<file path="config.mk">
export PLATFORM = sky130hd
export DESIGN_NAME = alu_seq
export DESIGN_NICKNAME = d
export VERILOG_FILES = /design/src/rtl/alu_pkg.sv /design/src/rtl/alu_mul_iter.sv /design/src/rtl/alu_seq.sv
export SDC_FILE = /design/constraint.sdc
export NUM_CORES = 1
export LEC_CHECK = 0
export CORE_ASPECT_RATIO = 1.4
export CORE_MARGIN = 5
export CORE_UTILIZATION = 60
export DETAILED_ROUTE_END_ITERATION = 8
export GPL_ROUTABILITY_DRIVEN = 1
export PLACE_DENSITY = 0.89
export SLEW_MARGIN = 20
export SYNTH_ARGS = -nofsm -noshare
export SYNTH_HDL_FRONTEND = slang
export SYNTH_HIERARCHICAL = 1
export SYNTH_SLANG_ARGS = --single-unit
</file>
<file path="constraint.sdc">
create_clock -name clk -period 4.3 [get_ports clk]
set_input_delay 0.86 -clock clk [delete_from_list [all_inputs] [get_ports clk]]
set_output_delay 0.86 -clock clk [all_outputs]
set_load 0.05 [all_outputs]
</file>
<file path="src/rtl/alu_pkg.sv">
// alu_pkg
// Shared definitions for the execute-stage ALU slice:
//   - WIDTH_DEF : default datapath width (matches the register file word)
//   - OP_*      : 4-bit operation codes sampled with start
//   - state_t   : sequencer FSM encoding (IDLE / MUL / DONE)
//   - is_single_op() : true for op codes that complete in one cycle
package alu_pkg;

  localparam int WIDTH_DEF = 32;

  localparam logic [3:0] OP_ADD  = 4'd0;
  localparam logic [3:0] OP_SUB  = 4'd1;
  localparam logic [3:0] OP_AND  = 4'd2;
  localparam logic [3:0] OP_OR   = 4'd3;
  localparam logic [3:0] OP_XOR  = 4'd4;
  localparam logic [3:0] OP_SLL  = 4'd5;
  localparam logic [3:0] OP_SRL  = 4'd6;
  localparam logic [3:0] OP_SRA  = 4'd7;
  localparam logic [3:0] OP_SLT  = 4'd8;
  localparam logic [3:0] OP_SLTU = 4'd9;
  localparam logic [3:0] OP_MUL  = 4'd10;

  typedef enum logic [1:0] {
    ST_IDLE = 2'd0,
    ST_MUL  = 2'd1,
    ST_DONE = 2'd2
  } state_t;

  // Codes 0..9 are the single-cycle group; MUL and 11..15 are handled apart.
  function automatic logic is_single_op(input logic [3:0] code);
    return (code <= OP_SLTU);
  endfunction

endpackage

</file>
<file path="src/rtl/alu_mul_iter.sv">
// alu_mul_iter
// Iterative shift-add multiplier producing the low WIDTH bits of a*b.
// Ports:
//   clk, rst  : clock, asynchronous active-high reset (clears all state)
//   load      : latch a (multiplicand) and b (multiplier), clear acc/counter
//   step      : perform one shift-add iteration
//   a, b      : operands, sampled only on load
//   product   : running accumulator; final once MUL_CYCLES steps are done
//   finished  : high while the counter sits on the final iteration, i.e. the
//               step taken in this cycle completes the product
module alu_mul_iter #(
  parameter int WIDTH      = 32,
  parameter int MUL_CYCLES = 32
) (
  input  logic             clk,
  input  logic             rst,
  input  logic             load,
  input  logic             step,
  input  logic [WIDTH-1:0] a,
  input  logic [WIDTH-1:0] b,
  output logic [WIDTH-1:0] product,
  output logic             finished
);

  localparam int CNT_W = $clog2(MUL_CYCLES + 1);

  logic [WIDTH-1:0] acc;
  logic [WIDTH-1:0] mcand;
  logic [WIDTH-1:0] mplier;
  logic [CNT_W-1:0] count;

  // Bits shifted past the top of mcand only affect product bits above
  // WIDTH, so dropping them keeps the low word exact.
  always_ff @(posedge clk or posedge rst) begin
    if (rst) begin
      acc    <= '0;
      mcand  <= '0;
      mplier <= '0;
      count  <= '0;
    end else if (load) begin
      acc    <= '0;
      mcand  <= a;
      mplier <= b;
      count  <= '0;
    end else if (step) begin
      if (mplier[0]) begin
        acc <= acc + mcand;
      end
      mcand  <= mcand << 1;
      mplier <= mplier >> 1;
      count  <= count + 1'b1;
    end
  end

  assign product  = acc;
  assign finished = (count == CNT_W'(MUL_CYCLES - 1));

endmodule

</file>
<file path="src/rtl/alu_seq.sv">
// alu_seq
// Execute stage: single-cycle logic/arith/shift/compare ops plus an
// iterative MUL, with a start/busy/done handshake for the control sequencer.
// Ports:
//   clk, rst : clock, asynchronous active-high reset
//   start    : request, only honoured in IDLE
//   op       : operation code, sampled with start
//   alu_in   : operand A from the register file ALU read port
//   sbus_in  : operand B from the system bus (register value or immediate)
//   result   : registered result, held until the next accepted op completes
//   done     : one-cycle pulse when result is updated
//   busy     : high while a MUL is in flight
//   zero     : registered, high when result == 0
//   illegal  : registered, high if the last completed op code was undefined
module alu_seq
  import alu_pkg::*;
#(
  parameter int WIDTH      = WIDTH_DEF,
  parameter int MUL_CYCLES = WIDTH
) (
  input  logic             clk,
  input  logic             rst,
  input  logic             start,
  input  logic [3:0]       op,
  input  logic [WIDTH-1:0] alu_in,
  input  logic [WIDTH-1:0] sbus_in,
  output logic [WIDTH-1:0] result,
  output logic             done,
  output logic             busy,
  output logic             zero,
  output logic             illegal
);

  localparam int SH_W = $clog2(WIDTH);

  state_t state;
  state_t state_next;

  logic accept_single;
  logic accept_illegal;
  logic accept_mul;
  logic mul_step;
  logic mul_commit;
  logic mul_finished;

  logic [WIDTH-1:0] single_res;
  logic [WIDTH-1:0] mul_product;
  logic [SH_W-1:0]  shamt;

  alu_mul_iter #(
    .WIDTH      (WIDTH),
    .MUL_CYCLES (MUL_CYCLES)
  ) u_mul (
    .clk      (clk),
    .rst      (rst),
    .load     (accept_mul),
    .step     (mul_step),
    .a        (alu_in),
    .b        (sbus_in),
    .product  (mul_product),
    .finished (mul_finished)
  );

  always_ff @(posedge clk or posedge rst) begin
    if (rst) begin
      state <= ST_IDLE;
    end else begin
      state <= state_next;
    end
  end

  // Start is only looked at in IDLE; anything arriving during MUL or DONE
  // is dropped so the sequencer has to wait for done.
  always_comb begin
    state_next     = state;
    accept_single  = 1'b0;
    accept_illegal = 1'b0;
    accept_mul     = 1'b0;
    mul_step       = 1'b0;
    mul_commit     = 1'b0;
    case (state)
      ST_IDLE: begin
        if (start) begin
          if (op == OP_MUL) begin
            accept_mul = 1'b1;
            state_next = ST_MUL;
          end else if (is_single_op(op)) begin
            accept_single = 1'b1;
          end else begin
            accept_illegal = 1'b1;
          end
        end
      end
      ST_MUL: begin
        mul_step = 1'b1;
        if (mul_finished) begin
          state_next = ST_DONE;
        end
      end
      ST_DONE: begin
        mul_commit = 1'b1;
        state_next = ST_IDLE;
      end
      default: begin
        state_next = ST_IDLE;
      end
    endcase
  end

  // Single-cycle operation mux; shift amount is the low log2(WIDTH) bits of B.
  always_comb begin
    shamt      = sbus_in[SH_W-1:0];
    single_res = '0;
    case (op)
      OP_ADD:  single_res = alu_in + sbus_in;
      OP_SUB:  single_res = alu_in - sbus_in;
      OP_AND:  single_res = alu_in & sbus_in;
      OP_OR:   single_res = alu_in | sbus_in;
      OP_XOR:  single_res = alu_in ^ sbus_in;
      OP_SLL:  single_res = alu_in << shamt;
      OP_SRL:  single_res = alu_in >> shamt;
      OP_SRA:  single_res = $signed(alu_in) >>> shamt;
      OP_SLT:  single_res = {{(WIDTH-1){1'b0}}, ($signed(alu_in) < $signed(sbus_in))};
      OP_SLTU: single_res = {{(WIDTH-1){1'b0}}, (alu_in < sbus_in)};
      default: single_res = '0;
    endcase
  end

  // Result-side registers. For MUL, result/zero/illegal only move when the
  // product is committed, so they stay stable between done pulses; busy
  // drops on the same edge that raises done so the two never overlap.
  always_ff @(posedge clk or posedge rst) begin
    if (rst) begin
      result  <= '0;
      done    <= 1'b0;
      busy    <= 1'b0;
      zero    <= 1'b1;
      illegal <= 1'b0;
    end else begin
      done <= 1'b0;
      if (accept_single) begin
        result  <= single_res;
        zero    <= (single_res == '0);
        illegal <= 1'b0;
        done    <= 1'b1;
      end else if (accept_illegal) begin
        result  <= '0;
        zero    <= 1'b1;
        illegal <= 1'b1;
        done    <= 1'b1;
      end else if (accept_mul) begin
        busy <= 1'b1;
      end else if (mul_commit) begin
        result  <= mul_product;
        zero    <= (mul_product == '0);
        illegal <= 1'b0;
        done    <= 1'b1;
        busy    <= 1'b0;
      end
    end
  end

endmodule
</file>
==> run_results.csv, run 1 <==
group,metric,value,unit
global_routing,grt_overflow,214,
synthesis,synth_largest_area_cell,"dfrtp_1",
synthesis,synth.area.top_cells,"dfrtp_1 19%, ha_1 9.0%, mux4_2 6.4%",
clock_tree,numCtsBuffers,17,
synthesis,synth_top_family_by_area,"compound AO/OA/AOI/OAI gates",
global_routing,grt_pass1_vias,30135,
placed_design,dpl.hpwl,68.5,mm
synthesis,synth_edf_count,0,
synthesis,synth_compound_area_share,28.0,%
synthesis,synthAdderAreaFrac,9.35,%
synthesis,synthTopCellsByCount,"247 x nand2_1, 203 x o21ai_0, 176 x nor2_1, 144 x a21oi_1, 139 x dfrtp_1",
global_routing,grt_pass1_wl,192,mm
status,error,"[ERROR GRT-0116] Global routing finished with congestion. Check the congestion regions in the DRC Viewer.",
status,status,"stopped before the end",
synthesis,syn_inst,2309,
synthesis,synth_async_sr_flop_share,100,%
clock_tree,ctsHoldBuffers,0,
floorplan,start_util,61.0,%
synthesis,yosysSeqAreaShare,19.1,%
placed_design,globalplace.congestion,1.39,
synthesis,netlist_area,0.0183,sq mm
global_routing,grt_max_degree,62,
synthesis,synth_warnings,6,
synthesis,ys_types,106,
clock_tree,cts_buffer_depth,2,
status,failing_step,"global routing",
synthesis,ys.flop_type,"dfrtp_1",
synthesis,synth_area_per_cell,7.93,sq um
clock_tree,htree_levels,4,
synthesis,synth.mux.area_fraction,14.6,%
clock_tree,cts-root-buf,"clkbuf_16",
synthesis,synth_most_common_cell,"nand2_1",
synthesis,synth_simple_gate_area_share,20.2,%
floorplan,die_h,217,um
global_routing,grt_usage,73.0,%
synthesis,synthXorXnorAreaFrac,1.58,%
floorplan,die_w,158,um
clock_tree,clock_sinks,140,
synthesis,synth_top_area_share,19.0,%
floorplan,rows,75,
placed_design,io_buffers,106,
synthesis,syn_nets,2515,
synthesis,synth-seq-cells,140,
floorplan,io_pins,107,
timing repair:
item / in CTS
buffers inserted: 10
pin swaps: 24
gates resized for setup: 71
endpoints found under the hold margin: 0
endpoints found under the setup margin: 8
routing by layer:
| metal | GRT overflow | track usage (%) |
|---|---|---|
| met2 | 103 | 85.6 |
| met1 | 8 | 73.3 |
| met3 | 9 | 62.1 |
| met5 | 0 | 38.2 |
| met4 | 94 | 69.0 |
kinds of logic after synthesis:
kind of cell               Yosys count
AOI/OAI and AO/OA                  767
and+or+nand+nor                    756
buffers and inverters              289
muxes                              189
DFF                                140
adders and majority gates          135
xor gates and xnor gates            33
metrics by stage:
stage	area (sq um)	setup WS, ns	cells
after CTS	24400	0.000290	3224
after detailed placement	23400	-0.774	3182
after global placement	23400	-0.563	3182
after floorplan	18500	0.00471	2309
==> inputs of run 2 (changes only) <==
Settings changed: CORE_ASPECT_RATIO 1.4 to unset, CORE_UTILIZATION 60 to 40, PLACE_DENSITY 0.89 to unset, PLACE_DENSITY_LB_ADDON set to 0.15.
==> run_results.csv, run 2 <==
group,metric,value,unit
global_routing,grt_overflow,0,
worst_setup_path,crit_type,"primary input to register",
synthesis,ys.flop_type,"dfrtp_1",
worst_setup_path,cp-start-kind,"primary input",
synthesis,syn_nets,2515,
timing,fin_worst_skew,0.00920,ns
cells_and_area,stdcell_count,3542,
global_routing,grt_pass1_wl,143,mm
floorplan,die_w,224,um
clock_tree,ctsHoldBuffers,0,
synthesis,synth.area.top_cells,"dfrtp_1 19%, ha_1 9.0%, mux4_2 6.4%",
timing,setup_viol,1,
route,antenna_violating_nets_post_route,0,
synthesis,synth_most_common_cell,"nand2_1",
placed_design,dpl.hpwl,79.5,mm
route,wl,98.9,mm
placed_design,placedCellCount,3471,
floorplan,start_util,40.4,%
clock_tree,cts-root-buf,"clkbuf_16",
synthesis,netlist_area,0.0183,sq mm
synthesis,synth-seq-cells,140,
worst_setup_path,cp_slowest_cell,"a2111o_2",
floorplan,die_h,224,um
route,route.vias.total,22361,
clock_tree,cts_buffer_depth,2,
synthesis,ys_types,106,
power_and_ir_drop,leakagePower,11.8,nW
power_and_ir_drop,ir_worst_vdd,0.452,mV
placed_design,globalplace.congestion,1.11,
worst_setup_path,worst_path_most_repeated_cell,"buf_4",
hold_path,min_path_type,"register to register",
cells_and_area,fillCellCount,4305,
synthesis,synth_area_per_cell,7.93,sq um
synthesis,yosysSeqAreaShare,19.1,%
timing,relSlewSlack,33.0,%
worst_setup_path,max_stage_delay,0.54,ns
cells_and_area,mostFrequentLayoutCell,"buf_4",
flow_run,max_cap_viol_count,0,
synthesis,synth_edf_count,0,
worst_setup_path,cp-end-kind,"register",
timing,slew_viol_final,0,
cells_and_area,layout-drive-gt1-share,33.5,%
cells_and_area,areaGrowthSynthToFinish,42.8,%
clock_tree,clock_sinks,140,
synthesis,synth_warnings,6,
timing,rsz0062_at_grt,"true",
worst_setup_path,path_max_fanout,15,
route,drtIter0Drc,2627,
clock_tree,numCtsBuffers,17,
timing,worstMarginPinSlew,0.999,ns
cells_and_area,nets,3134,
clock_tree,cts_tree,"done",
floorplan,die-area,0.0502,sq mm
floorplan,io_pins,107,
global_routing,grt_max_degree,82,
placed_design,io_buffers,106,
power_and_ir_drop,p_per_area,386,mW/mm^2
worst_setup_path,required,4.65,ns
synthesis,synth_largest_area_cell,"dfrtp_1",
global_routing,grt_antenna_before_repair,0,
timing,fin_crit_sh,101,%
synthesis,synth_async_sr_flop_share,100,%
route,drc_errors,0,
global_routing,grt_usage,37.8,%
synthesis,syn_inst,2309,
worst_setup_path,path_buf_inv,5,
global_routing,grt_pass1_vias,21483,
synthesis,synthTopCellsByCount,"247 x nand2_1, 203 x o21ai_0, 176 x nor2_1, 144 x a21oi_1, 139 x dfrtp_1",
timing,max_freq,0.231,GHz
worst_setup_path,cp_top_family,"simple AND/OR/NAND/NOR gates",
floorplan,core,0.0454,sq mm
worst_setup_path,worstPathArrival,4.69,ns
timing,hold_violations,0,
synthesis,synth_top_area_share,19.0,%
status,status,"complete, but fails checks",
timing,fin_setup_tns,-0.0375,ns
timing,hold_ws,0.485,ns
worst_setup_path,path_cells,"clkdlybuf4s50_1 > buf_4 > buf_6 > nor4bb_1 > buf_4 > nand2_2 > o22a_1 > nor2_1 > a2111o_2 > a2111oi_4 > nand4_1 > nor4_2 > buf_4 > nand4_1 > or4_4 > o32ai_2",
clock_tree,htree_levels,4,
timing,setup_slack,-0.0375,ns
route,vias_per_cell,6.31,
clock_tree,clk_pin_slew,0.07,ns
route,dr.pass1.iters,6,
clock_tree,clk_latency,0.44,ns
status,failed_checks,"negative setup slack",
route,wl_per_cell,27.9,um
floorplan,rows,78,
timing,min_period,4.34,ns
cells_and_area,final_cell_mix,"628 x buf_4, 244 x nand2_1, 190 x o21ai_0",
[run 2: stage by stage]
step | worst slack, ns | util [%] | total power [mW] | instance area, sq um
floorplan | 0.00471 | - | 5.82 | 18500
global placement | -0.895 | 53.5 | 8.03 | 24300
detailed placement | -0.830 | 53.6 | 8.14 | 24300
CTS | 0.00232 | 56.1 | 9.86 | 25500
global route | -0.130 | 57.6 | 10.6 | 26100
finish | -0.0375 | 57.6 | 10.1 | 26200
[run 2: kinds of logic (layout without fill, tap and decap cells)]
group / after synthesis / after routing / share of synthesized area (%)
compound gates: 767 / 767 / 28.0
simple gates: 756 / 756 / 20.2
buf+inv: 289 / 921 / 7.21
mux: 189 / 189 / 14.6
flops: 140 / 140 / 19.1
fa+ha+maj: 135 / 135 / 9.35
xor+xnor: 33 / 33 / 1.58
other cells: 0 / 1 / 0
[run 2: path summary, 6_finish.rpt]
kind / start / endpoint / slack, ns / depth (start not counted)
worst min-delay path: busy / busy / 0.49 / 2
max in group asynchronous: rst / u_mul/product[15] / 2.60 / 3
worst max-delay path: op[1] / zero / -0.04 / 16
worst min register to register: busy / busy / 0.49 / 2
min in group asynchronous: rst / result[7] / 0.96 / 3
worst max register to register: u_mul/product[30] / zero / 0.80 / 11
[run 2: metal layers]
layer	global-route usage, %	wire, um	vias up
li1	-	-	9909
met3	9.63	10200	231
met2	55.6	41600	1329
met5	0	0	-
met1	52.6	41700	10892
met4	16.1	5350	0
[run 2: timing repair]
item,4_1_cts,5_1_grt
buffers inserted,20,21
resized for setup,103,131
setup endpoints to repair,1,5
pin swaps,35,60
cloned,0,0
[run 2: where the power goes]
part | leakage, nW | switching (mW) | internal (mW) | total (mW)
clock network | 0.305 | 0.644 | 0.959 | 1.60
logic | 9.70 | 3.58 | 2.50 | 6.08
registers | 1.78 | 0.542 | 1.87 | 2.41
[run 2: worst min-delay path, delay by kind of cell, from the launching register on]
kind / cells / cell delay, ns
flip-flops: 1 / 0.34
AND/OR/NAND/NOR: 2 / 0.11
[run 2: layout make-up]
type	instances	area, sq um	area share [%]
antenna	1	2.50	0.00957
clock buffer	19	453	1.73
clock inverter	13	180	0.689
inverter	111	423	1.62
multi-input combinational	1880	14400	54.9
sequential	140	3500	13.4
tap	600	751	2.87
timing repair buffer	778	6470	24.7
Note: power is estimated with default switching activity, not from simulation.
